--- src/rtl/fetch_translate_queue_pkg.sv ---
// Shared RV fetch types.
//
// Holds the virtual/physical address types used by the front end and the
// entry record carried through the fetch translate queue. Anything that
// produces or consumes translated fetch addresses imports this package.
package fetch_translate_queue_pkg;

    typedef logic [31:0] vaddr_t;
    typedef logic [33:0] paddr_t;

    // One translated fetch: the PC in both address spaces plus the two TLB
    // outcome flags. Both flags may be set together; they travel unchanged.
    typedef struct packed {
        vaddr_t vaddr;
        paddr_t paddr;
        logic   tlbFault;
        logic   tlbMiss;
    } FetchTranslateEntry;

    // An entry carrying either TLB outcome must stop further fetches from
    // being queued behind it until it has been consumed.
    function automatic logic isBlocking(input FetchTranslateEntry entry);
        return entry.tlbFault | entry.tlbMiss;
    endfunction

endpackage

--- src/rtl/fetch_translate_queue.sv ---
// Fetch translate queue.
//
// Small FIFO between address translation and the instruction fetch stage.
// Each entry holds a fetch PC (virtual and physical) together with the TLB
// fault/miss flags. Once an entry with either flag set has been queued, the
// queue stops accepting new fetches until that entry has been popped, so the
// faulting/missing fetch is always the youngest entry. A flush (redirect or
// trap) throws every entry away in one cycle.
//
// Ports:
//   clk, rst        clock and synchronous active-high reset
//   flush           discard all entries; overrides push and pop this cycle
//   inValid/inReady producer handshake, push on inValid && inReady
//   inVaddr/inPaddr translated fetch PC
//   inTlbFault/Miss translation outcome flags
//   outValid/outReady consumer handshake, pop on outValid && outReady
//   out*            head entry fields, meaningful only while outValid=1
//   count           number of occupied entries (0..DEPTH)
//   blocked         a fault/miss entry is queued and pushes are stalled
module fetch_translate_queue
    import fetch_translate_queue_pkg::*;
#(
    parameter int DEPTH = 4
) (
    input  logic                     clk,
    input  logic                     rst,
    input  logic                     flush,
    input  logic                     inValid,
    output logic                     inReady,
    input  logic [31:0]              inVaddr,
    input  logic [33:0]              inPaddr,
    input  logic                     inTlbFault,
    input  logic                     inTlbMiss,
    output logic                     outValid,
    input  logic                     outReady,
    output logic [31:0]              outVaddr,
    output logic [33:0]              outPaddr,
    output logic                     outTlbFault,
    output logic                     outTlbMiss,
    output logic [$clog2(DEPTH):0]   count,
    output logic                     blocked
);

    localparam int PW = $clog2(DEPTH);
    localparam int CW = PW + 1;

    // The pointer arithmetic relies on natural wrap of a PW-bit counter, so
    // only power-of-two depths of at least two entries are meaningful.
    if (DEPTH < 2 || (DEPTH & (DEPTH - 1)) != 0) begin : gBadDepth
        $error("fetch_translate_queue: DEPTH must be a power of two >= 2");
    end

    FetchTranslateEntry storage [DEPTH];

    logic [PW-1:0]      rdPtr;
    logic [PW-1:0]      wrPtr;
    logic [CW-1:0]      countQ;
    logic               blockedQ;
    logic               full;
    logic               doPush;
    logic               doPop;
    FetchTranslateEntry inEntry;
    FetchTranslateEntry headEntry;

    assign inEntry = '{vaddr: inVaddr, paddr: inPaddr,
                       tlbFault: inTlbFault, tlbMiss: inTlbMiss};

    // Handshakes depend only on registered state and flush, never on the
    // opposite side's valid/ready, so no combinational path crosses the queue.
    assign full     = (countQ == CW'(DEPTH));
    assign inReady  = !full && !blockedQ && !flush;
    assign outValid = (countQ != '0) && !flush;
    assign doPush   = inValid && inReady;
    assign doPop    = outValid && outReady;

    // Pointer, occupancy and blocked tracking. Flush takes priority over any
    // handshake this cycle because both handshakes are already masked by it.
    // The blocking entry is always the tail, so when a pop empties the queue
    // while blocked it is that entry leaving and the stall can lift. A
    // blocking push in the same cycle as a pop must win, hence its priority.
    always_ff @(posedge clk) begin
        if (rst) begin
            rdPtr    <= '0;
            wrPtr    <= '0;
            countQ   <= '0;
            blockedQ <= 1'b0;
        end else if (flush) begin
            rdPtr    <= '0;
            wrPtr    <= '0;
            countQ   <= '0;
            blockedQ <= 1'b0;
        end else begin
            if (doPush) begin
                wrPtr <= wrPtr + 1'b1;
            end
            if (doPop) begin
                rdPtr <= rdPtr + 1'b1;
            end
            case ({doPush, doPop})
                2'b10:   countQ <= countQ + 1'b1;
                2'b01:   countQ <= countQ - 1'b1;
                default: countQ <= countQ;
            endcase
            if (doPush && isBlocking(inEntry)) begin
                blockedQ <= 1'b1;
            end else if (doPop && countQ == CW'(1)) begin
                blockedQ <= 1'b0;
            end
        end
    end

    // Entry storage is deliberately left out of reset; the head fields are
    // only qualified by outValid, which reset already clears.
    always_ff @(posedge clk) begin
        if (doPush) begin
            storage[wrPtr] <= inEntry;
        end
    end

    assign headEntry   = storage[rdPtr];
    assign outVaddr    = headEntry.vaddr;
    assign outPaddr    = headEntry.paddr;
    assign outTlbFault = headEntry.tlbFault;
    assign outTlbMiss  = headEntry.tlbMiss;
    assign count       = countQ;
    assign blocked     = blockedQ;

endmodule

--- config.mk ---
export PLATFORM = sky130hd
export DESIGN_NAME = fetch_translate_queue
export DESIGN_NICKNAME = d
export VERILOG_FILES = /design/src/rtl/fetch_translate_queue_pkg.sv /design/src/rtl/fetch_translate_queue.sv
export SDC_FILE = /design/constraint.sdc
export NUM_CORES = 1
export LEC_CHECK = 0
export ABC_CLOCK_PERIOD_IN_PS = 4200
export BUFFER_PORTS_ARGS = -buffer_cell sky130_fd_sc_hd__clkbuf_2
export CAP_MARGIN = 10
export CORE_MARGIN = 2
export CORE_UTILIZATION = 55
export CTS_BUF_LIST = sky130_fd_sc_hd__clkbuf_8
export DETAILED_ROUTE_END_ITERATION = 8
export PLACE_DENSITY = 0.81
export SYNTH_ARGS = -nofsm -noshare
export SYNTH_HDL_FRONTEND = slang
export SYNTH_SLANG_ARGS = --single-unit
--- constraint.sdc ---
create_clock -name clk -period 4.2 [get_ports clk]
set_input_delay 0 -clock clk [delete_from_list [all_inputs] [get_ports clk]]
set_output_delay 0 -clock clk [all_outputs]
set_load 0.005 [all_outputs]
# Word-level counts from Yosys, hierarchy flattened
# Memory sizes are Yosys's and may differ from the RTL's. A register that Yosys moved wholly into a read port is not among the register bits.
# Index checks and enable logic that the tools add are counted.
# totals
n_memories	1
reg_bits	8
inputBits	73
ram_bits	272
# memory_table
memory	words	width	read_ports	rd_clocked_by_memory_dff	wr	line	source
storage	4	68	1	1	1	fetch_translate_queue.sv:53	FetchTranslateEntry storage [DEPTH];
# op_classes
mux	7
n_bitwise	1
n_reduce_logical	14
eq_ne	4
add_sub_neg	4
# ops
operator	n
1-bit logical AND	7
3-bit case mux with 2 select lines	1
2-bit by 1-bit adder with 2-bit output, second input constant	2
1-bit two-way mux	4
2-bit two-way mux	2
2-bit nonzero test	2
3-bit by 1-bit adder with 3-bit output, second input constant	1
3-bit by 1-bit equality test with 1-bit output, second input constant	1
3-bit equality test, second input constant	1
1-bit logical NOT	3
3-bit nonzero test	1
3-bit by 1-bit subtractor with 3-bit output, second input constant	1
2-bit by 1-bit equality test with 1-bit output, second input constant	1
2-bit equality test, second input constant	1
2-bit OR reduction	1
1-bit bitwise OR	1

# Logic depth before layout (Yosys ltp)
# Gate-level depths: netlist (run 1).
# logic_depth
word_depth	7
mapped_depth	9
depth_no_buf	9

# Least setup slack after synthesis (run 1)
# OpenSTA, ideal clock, no wires.
# synth_path
kind	reg-to-reg
from	register countQ[0] (netlist: count[0])
to	memory storage[0][0] (netlist bit), enable pin
n_path_buf	0
setup_time_ns	0.434
stages_incl_launch_ff	6
period_less_slack_ns	3.255
slack_ns	0.945
arrival_ns	2.821
required_ns	3.766
cell_sequence	dfxtp_1 -> inv_1 -> ha_1 -> a211o_1 -> inv_1 -> and3_1
# synth_via
elab_chain_cells	7
# synth_lines
element	line	source
from (decl)	fetch_translate_queue.sv:57	logic [CW-1:0] countQ;
from (signal assigned)	fetch_translate_queue.sv:100	2'b10: countQ <= countQ + 1'b1;
from (signal assigned)	fetch_translate_queue.sv:101	2'b01: countQ <= countQ - 1'b1;
from (signal assigned)	fetch_translate_queue.sv:102	default: countQ <= countQ;
3-bit equality test	fetch_translate_queue.sv:70	assign full = (countQ == CW'(DEPTH));
1-bit logical NOT	fetch_translate_queue.sv:71	assign inReady = !full && !blockedQ && !flush;
1-bit logical AND (2 in a row)	fetch_translate_queue.sv:71	
named net inReady	fetch_translate_queue.sv:29	output logic inReady,
1-bit logical AND	fetch_translate_queue.sv:73	assign doPush = inValid && inReady;
1-bit two-way mux	fetch_translate_queue.sv:115	if (doPush) begin
1-bit two-way mux (not written as such)	fetch_translate_queue.sv:116	storage[wrPtr] <= inEntry;
to (decl)	fetch_translate_queue.sv:53	
# The timed path passes the listed nets, and every way through them passes these cells.

# Final worst setup path (run 1)
# layout_path
from	register countQ[0] (netlist: count[0])
to	memory storage[2][4] (netlist bit), enable pin
# layout_via
elab_chain_cells	7
# layout_lines
element	line
3-bit equality test	fetch_translate_queue.sv:70
1-bit logical NOT	fetch_translate_queue.sv:71
1-bit logical AND (2 in a row)	fetch_translate_queue.sv:71
1-bit logical AND	fetch_translate_queue.sv:73
1-bit two-way mux	fetch_translate_queue.sv:115
1-bit two-way mux (not written as such)	fetch_translate_queue.sv:116
# Every way passes these cells.

==> reports/results.ini, run 1 <==
[run_status]
status = finished, final reports clean

[clock_tree]
cts_made_buffers = 42
path_clk_slew_ns = 0.06
cts_setup_buffers = 0
cts_tree = done
cts-hold-fix-buffers = 76
clock-root-buffer = clkbuf_8
clock_latency_ns = 0.55
cts_resized = 0
cts_sinks = 282
htree_levels = 2
cts_max_path_buffers = 3

[yosys]
synth_top_family_by_area = multiplexers
async_flop_share_pct = 0
ys_types = 28
syn_nets = 503
synth_compound_area_share_pct = 0.8181
synth_top_area_share_pct = 78.54
yosysSeqAreaShare_pct = 80.46
ys_ff_latch = 282
netlist_area_mm2 = 0.01040
synth_edf_count = 272
synthCells = 421
synth-xor-area-share_pct = 0.1684
synthFlopType = edfxtp_1
synth.area.mux_share_pct = 14.82
synth-simple-area-share_pct = 1.047
yosysWarnings = 0
synth_fa_ha_area_share_pct = 1.083
synth_area_leaders = edfxtp_1 79%, mux4_2 15%, dfxtp_1 1.9%
yosys.area.top_type = edfxtp_1
syn_avg_cell_area_um2 = 24.70

[layout]
fin_nets = 754
final_cell_mix = 272 x edfxtp_1, 146 x clkbuf_2, 76 x dlygate4sd3_1
layout_commonest_cell = edfxtp_1
drive_gt1_share_pct = 39.03
syn2layout_area_growth_pct = 23.50
final_cells = 937

[floorplan]
die_area_mm2 = 0.02003
io_pins = 147
die_h_um = 141.5
rows = 50
die_w_um = 141.5
initial_core_util_pct = 55.79
coreArea_mm2 = 0.01864

[sta]
rsz0062_at_grt = no
hold_viol = 0
timing.fmax_mhz = 378.8
timing.final.crit_share_pct = 62.85
tns_ns = 0
tightest_slew_ns = 1.058
min_period_ns = 2.640
finalSetupViolations = 0
clock_skew_ns = 0.01483
maxSlewViolCount = 0
slew_headroom_pct = 29.49

[setup_path]
end_kind = flip-flop
crit_slowest_cell = and3_4
r2r_setup_slack_ns = 1.56
worst-path-buf-inv = 2
startpoint_type = flip-flop
r2r_cells = 5
crit_family = simple AND/OR/NAND/NOR gates
cpPeakStageDelay_ns = 0.87
worst_path_most_repeated_cell = inv_1
cp.depth = 5
crit_fanout = 68
r2r-end = storage[2][4]$_DFFE_PP_
cp.required_ns = 4.35
r2r_start = count[0]$_SDFFE_PP0P_
worstPathArrival_ns = 2.79
crit_chain = inv_1 -> ha_1 -> a211o_1 -> inv_1 -> and3_4
crit_type = flip-flop to flip-flop

[route]
ant_nets = 0
vias = 5169
drc = 0
drtIter0Drc = 350
routed_wl_um = 20220
avgRoutedWirePerCell_um = 21.58
drt-vias-per-instance = 5.517
first_pass_iters = 5

[global_routing]
antenna_found_initial = 1
globalRoute.totalOverflow = 0
grt_pass1_vias = 5524
grt_use_total_pct = 20.63
grt_pass1_wl_um = 30910
grt_max_degree = 69

[worst_hold_path]
hold_depth = 2
min_to = storage[0][24]$_DFFE_PP_
hp-start = inPaddr[22]
worstHoldPathType = input pin to flip-flop

[placed_design]
place_inst = 786
io_buffers = 146
dp_hpwl_um = 11540
place_congestion = 0.7569

[power_and_ir_drop]
leakagePower_nw = 4.431
fin_total_pwr_mw = 5.408
power_density_mw_per_mm2 = 421.1
ir_worst_vdd_v = 0.0002178

[job]
drv_cap = 0

power by group:
group / total [mW] / switching [mW] / internal, mW
registers: 3.14 / 0.0145 / 3.13
logic: 0.254 / 0.121 / 0.133
clock network: 2.01 / 0.982 / 1.03
total: 5.41 / 1.12 / 4.29
state kept, by name, indices dropped and copies added, names as in the netlist, named ones only:
signal / flops
storage: 272
wrPtr: 2
blocked: 1
count: 3
rdPtr: 2
per-layer routing:
metal,wire [um],share of wire [%],GRT usage (%),vias up
met5,0,0,0,-
met4,396,2.0,6.421,0
met2,10530,52,35.16,191
met1,8089,40,27.11,2648
met3,1210,6.0,4.489,37
li1,-,-,-,2293
worst max-delay path by stage:
stage                                startpoint                        to  slack [ns]
after floorplan           count[0]$_SDFFE_PP0P_   storage[0][0]$_DFFE_PP_        0.95
after global placement    count[0]$_SDFFE_PP0P_   storage[1][8]$_DFFE_PP_        1.69
after detailed placement  count[0]$_SDFFE_PP0P_  storage[0][10]$_DFFE_PP_        1.57
after CTS                 count[0]$_SDFFE_PP0P_  storage[0][64]$_DFFE_PP_        1.54
after global routing      count[0]$_SDFFE_PP0P_  storage[0][57]$_DFFE_PP_        1.40
final                     count[0]$_SDFFE_PP0P_   storage[2][4]$_DFFE_PP_        1.56
worst reg2reg max path: cells and delay by family, from the launching register on:
| kind | cells | cell delay, ns |
|---|---|---|
| and+or+nand+nor | 1 | 0.87 |
| DFF | 1 | 0.41 |
| AOI/OAI and AO/OA | 1 | 0.33 |
| buffers and inverters | 2 | 0.30 |
| adders and majority gates | 1 | 0.23 |
cells by family after synthesis:
| family | count (synthesis) |
|---|---|
| flip-flops | 282 |
| multiplexers | 69 |
| buffers and inverters | 24 |
| AND/OR/NAND/NOR | 20 |
| AO/OA/AOI/OAI | 15 |
| adder cells (fa/ha/maj) | 9 |
| XOR/XNOR | 2 |
cells in the mapped netlist, types with 3 or more instances:
cell type  count
o21ai_0        5
buf_12         3
ha_1           9
dfxtp_1       10
buf_4          4
nor2_1         5
buf_2          4
and3_1         4
edfxtp_1     272
inv_1          7
mux4_2        68
clkbuf_1       5
a21oi_1        6
stage by stage:
step	hold WS, ns	setup slack [ns]	area [um^2]	util, %
global route	0.2151	1.401	12840	68.89
global placement	0.2126	1.687	11330	60.75
CTS	0.1931	1.536	12840	68.88
detailed placement	0.2193	1.568	11330	60.75
floorplan	0.03110	0.9451	10400	-
finish	0.2198	1.560	12840	68.89
cell type report:
type	count	area, um^2
diodes	1	2.502
flip-flops and latches	282	8376
well taps	234	292.8
fillers	1134	5799
clock inverters	30	148.9
clock buffers	44	605.6
inverters	7	26.28
repair buffers	224	1506
multi-input cells	115	1886
Note: power is estimated with default switching activity, not from simulation.
==> run 2, diff against run 1 <==
ABC_AREA = 1   (was default)
ABC_CLOCK_PERIOD_IN_PS = 2700   (was 4200)
clock period = 2.7 ns   (was 4.2 ns; I/O delays follow)
==> run 2 against run 1 <==
Against the previous run:
- setup slack lost 1.2 ns
- combinational power grew 63%
- clock power grew 57%
- synthesized cell count grew 75%
- sequential share of layout area shrank 1.8 points
- clock-buffer cell count is the same
- critical path depth grew 4
==> reports/results.ini, run 2 <==
[yosys]
synthFlopType = edfxtp_1  ; unchanged
synth-xor-area-share_pct = 0.1647  ; was 0.1684%
synth_top_area_share_pct = 76.81  ; was 78.54%
netlist_area_mm2 = 0.01063  ; was 0.01040 mm^2
yosysWarnings = 0  ; unchanged
synth_top_family_by_area = compound AO/OA/AOI/OAI gates  ; was multiplexers
synth_edf_count = 272  ; unchanged
syn_nets = 818  ; was 503
ys_ff_latch = 282  ; unchanged
ys_types = 21  ; was 28
synth_area_leaders = edfxtp_1 77%, o21ai_0 6.3%, nor2_1 5.1%  ; was edfxtp_1 79%, mux4_2 15%, dfxtp_1 1.9%
yosysSeqAreaShare_pct = 78.69  ; was 80.46%
synth-simple-area-share_pct = 5.836  ; was 1.047%
async_flop_share_pct = 0  ; unchanged
synth.area.mux_share_pct = 0  ; was 14.82%
synth_fa_ha_area_share_pct = 1.059  ; was 1.083%
synth_compound_area_share_pct = 11.06  ; was 0.8181%
syn_avg_cell_area_um2 = 14.45  ; was 24.70 um^2
yosysMostFrequentCell = edfxtp_1  ; unchanged
synthCells = 736  ; was 421
yosys.area.top_type = edfxtp_1  ; unchanged
synth_common_cells = 272 x edfxtp_1, 144 x nor2_1, 134 x o21ai_0  ; was 272 x edfxtp_1, 68 x mux4_2, 10 x dfxtp_1

[clock_tree]
clock-root-buffer = clkbuf_8  ; unchanged
cts_made_buffers = 44  ; was 42
cts_sinks = 282  ; unchanged
clock_latency_ns = 0.54  ; was 0.55 ns
path_clk_slew_ns = 0.06  ; about the same
cts_max_path_buffers = 3  ; unchanged
cts_tree = done  ; unchanged
cts_resized = 0  ; unchanged
htree_levels = 2  ; unchanged

[power_and_ir_drop]
power_density_mw_per_mm2 = 640.7  ; was 421.1 mW/mm^2
ir_worst_vdd_v = 0.0004898  ; was 0.0002178 V
leakagePower_nw = 4.827  ; was 4.431 nW

[setup_path]
r2r-end = wrPtr[0]$_SDFFE_PP0P_  ; was storage[2][4]$_DFFE_PP_
r2r_setup_slack_ns = 0.33  ; was 1.56 ns
critical_path.startpoint = count[0]$_SDFFE_PP0P_  ; unchanged
cp.required_ns = 3.18  ; was 4.35 ns
worstPathArrival_ns = 2.86  ; was 2.79 ns
end_kind = flip-flop  ; unchanged
r2r_start = count[0]$_SDFFE_PP0P_  ; unchanged
startpoint_type = flip-flop  ; unchanged
crit_fanout = 5  ; was 68
r2r_cells = 9  ; was 5
crit_type = flip-flop to flip-flop  ; unchanged

[worst_hold_path]
hp-start = inPaddr[22]  ; unchanged
worstHoldPathType = input pin to flip-flop  ; unchanged
hold_depth = 2  ; unchanged
min_to = storage[2][24]$_DFFE_PP_  ; was storage[0][24]$_DFFE_PP_

[route]
drtIter0Drc = 571  ; was 350
vias = 6897  ; was 5169
routed_wl_um = 22190  ; was 20220 um
drt-vias-per-instance = 5.431  ; was 5.517
drc = 0  ; unchanged
avgRoutedWirePerCell_um = 17.47  ; was 21.58 um
first_pass_iters = 7  ; was 5
ant_nets = 0  ; unchanged

[floorplan]
die_area_mm2 = 0.02046  ; was 0.02003 mm^2
die_h_um = 143.1  ; was 141.5 um
die_w_um = 143.1  ; was 141.5 um
coreArea_mm2 = 0.01883  ; was 0.01864 mm^2
initial_core_util_pct = 56.47  ; was 55.79%
rows = 50  ; unchanged
io_pins = 147  ; unchanged

[global_routing]
grt_pass1_wl_um = 33930  ; was 30910 um
use_met3_pct = 4.460  ; was 4.489%
grt_use_total_pct = 21.62  ; was 20.63%
grt_max_degree = 103  ; was 69
globalRoute.totalOverflow = 0  ; unchanged
grt_pass1_vias = 6738  ; was 5524
grt_use_met2_pct = 37.50  ; was 35.16%
grt_most_used_layer = met2  ; unchanged
antenna_found_initial = 0  ; was 1
use_met1_pct = 26.63  ; was 27.11%

[layout]
fin_nets = 1060  ; was 754
final_cell_mix = 272 x edfxtp_1, 146 x clkbuf_2, 140 x nor2_1  ; was 272 x edfxtp_1, 146 x clkbuf_2, 76 x dlygate4sd3_1
syn2layout_area_growth_pct = 24.16  ; was 23.50%
layout_commonest_cell = edfxtp_1  ; unchanged
diodes = 0  ; was 1
drive_gt1_share_pct = 22.28  ; was 39.03%
final_cells = 1270  ; was 937
stdcell_area_mm2 = 0.01320  ; was 0.01284 mm^2
largest_reg_flops = 272  ; unchanged
largest-register = storage  ; unchanged

[placed_design]
dp_hpwl_um = 12070  ; was 11540 um
place_congestion = 0.7930  ; was 0.7569
place_area_mm2 = 0.01164  ; was 0.01133 mm^2
place_inst = 1114  ; was 786
io_buffers = 146  ; unchanged

[sta]
clock_skew_ns = 0.01830  ; was 0.01483 ns
timing.final.crit_share_pct = 87.88  ; was 62.85%
tns_ns = 0  ; unchanged
min_period_ns = 2.373  ; was 2.640 ns
finalSetupViolations = 0  ; unchanged
timing.fmax_mhz = 421.4  ; was 378.8 MHz
maxSlewViolCount = 0  ; unchanged
tightest_slew_ns = 0.7014  ; was 1.058 ns
rsz0062_at_grt = no  ; unchanged
slew_headroom_pct = 53.24  ; was 29.49%
hold_viol = 0  ; unchanged

[job]
drv_cap = 0  ; unchanged

[run_status]
status = finished, final reports clean  ; unchanged

## run 2: cell count changes in the layout (fill, tap and decap cells not counted), sizes merged, moves of 9 or more
| cell | change |
|---|---|
| o22ai | +67 |
| o21ai | +135 |
| mux4 | -68 |
| nor2 | +139 |
| buf | +14 |
| nand2 | +9 |
| inv | +10 |
## run 2: worst max-delay path, cell delays in order (launching register included)
cell           delay (ns)
dfxtp_1              0.39
inv_1                0.11
ha_1                 0.23
nand2_1              0.07
nand2_1              0.06
inv_1                0.14
nand3_1              0.08
dlygate4sd3_1        0.56
a21oi_1              0.14
dlygate4sd3_1        0.55
## run 2: kinds of logic after synthesis
| group | after synthesis |
|---|---|
| flops | 282 |
| xor+xnor | 2 |
| fa+ha+maj | 9 |
| simple gates | 162 |
| buf+inv | 63 |
| compound gates | 218 |
## run 2: worst max path at each step
| stage | to | slack [ns] |
|---|---|---|
| 2_1_floorplan | storage[0][0]$_DFFE_PP_ | -0.61 |
| 4_1_cts | wrPtr[0]$_SDFFE_PP0P_ | 0.37 |
| 3_3_place_gp | storage[1][24]$_DFFE_PP_ | 0.49 |
| 5_1_grt | storage[1][35]$_DFFE_PP_ | 0.20 |
| 3_5_place_dp | storage[1][36]$_DFFE_PP_ | 0.40 |
| 6_report | wrPtr[0]$_SDFFE_PP0P_ | 0.33 |
## run 2: area by class of cell
cell class	instances	area [um^2]
sequential	282	8373
fill	1243	5628
multi-input combinational	391	1957
timing repair buffer	240	1694
clock buffer	44	605.6
tap	260	325.3
clock inverter	34	171.4
inverter	19	76.32
## run 2: metrics by stage
stage / total power, mW / hold WS (ns) / utilization (%) / setup slack [ns]
floorplan: 5.100 / 0.02765 / - / -0.6143
global placement: 5.282 / 0.2192 / 61.84 / 0.4914
detailed placement: 5.295 / 0.2214 / 61.84 / 0.3987
CTS: 8.518 / 0.1923 / 70.11 / 0.3697
global route: 8.749 / 0.2056 / 70.11 / 0.1993
finish: 8.459 / 0.2244 / 70.11 / 0.3271
## run 2: per-layer routing
metal / up-vias / wire length [um]
met1: 3317 / 8709
met3: 49 / 1573
met5: - / 0
li1: 3247 / -
met2: 284 / 11360
met4: 0 / 544
## run 2: timing repair
| action | 4_1_cts | 5_1_grt |
|---|---|---|
| hold endpoints to repair | 281 | 0 |
| setup buffers | 0 | 0 |
| hold buffers | 78 | 0 |
## run 2: where the power goes
group	internal (mW)	switching (mW)	leakage, nW
logic	0.193	0.220	1.83
clock network	1.62	1.54	0.445
registers	4.87	0.0169	2.55
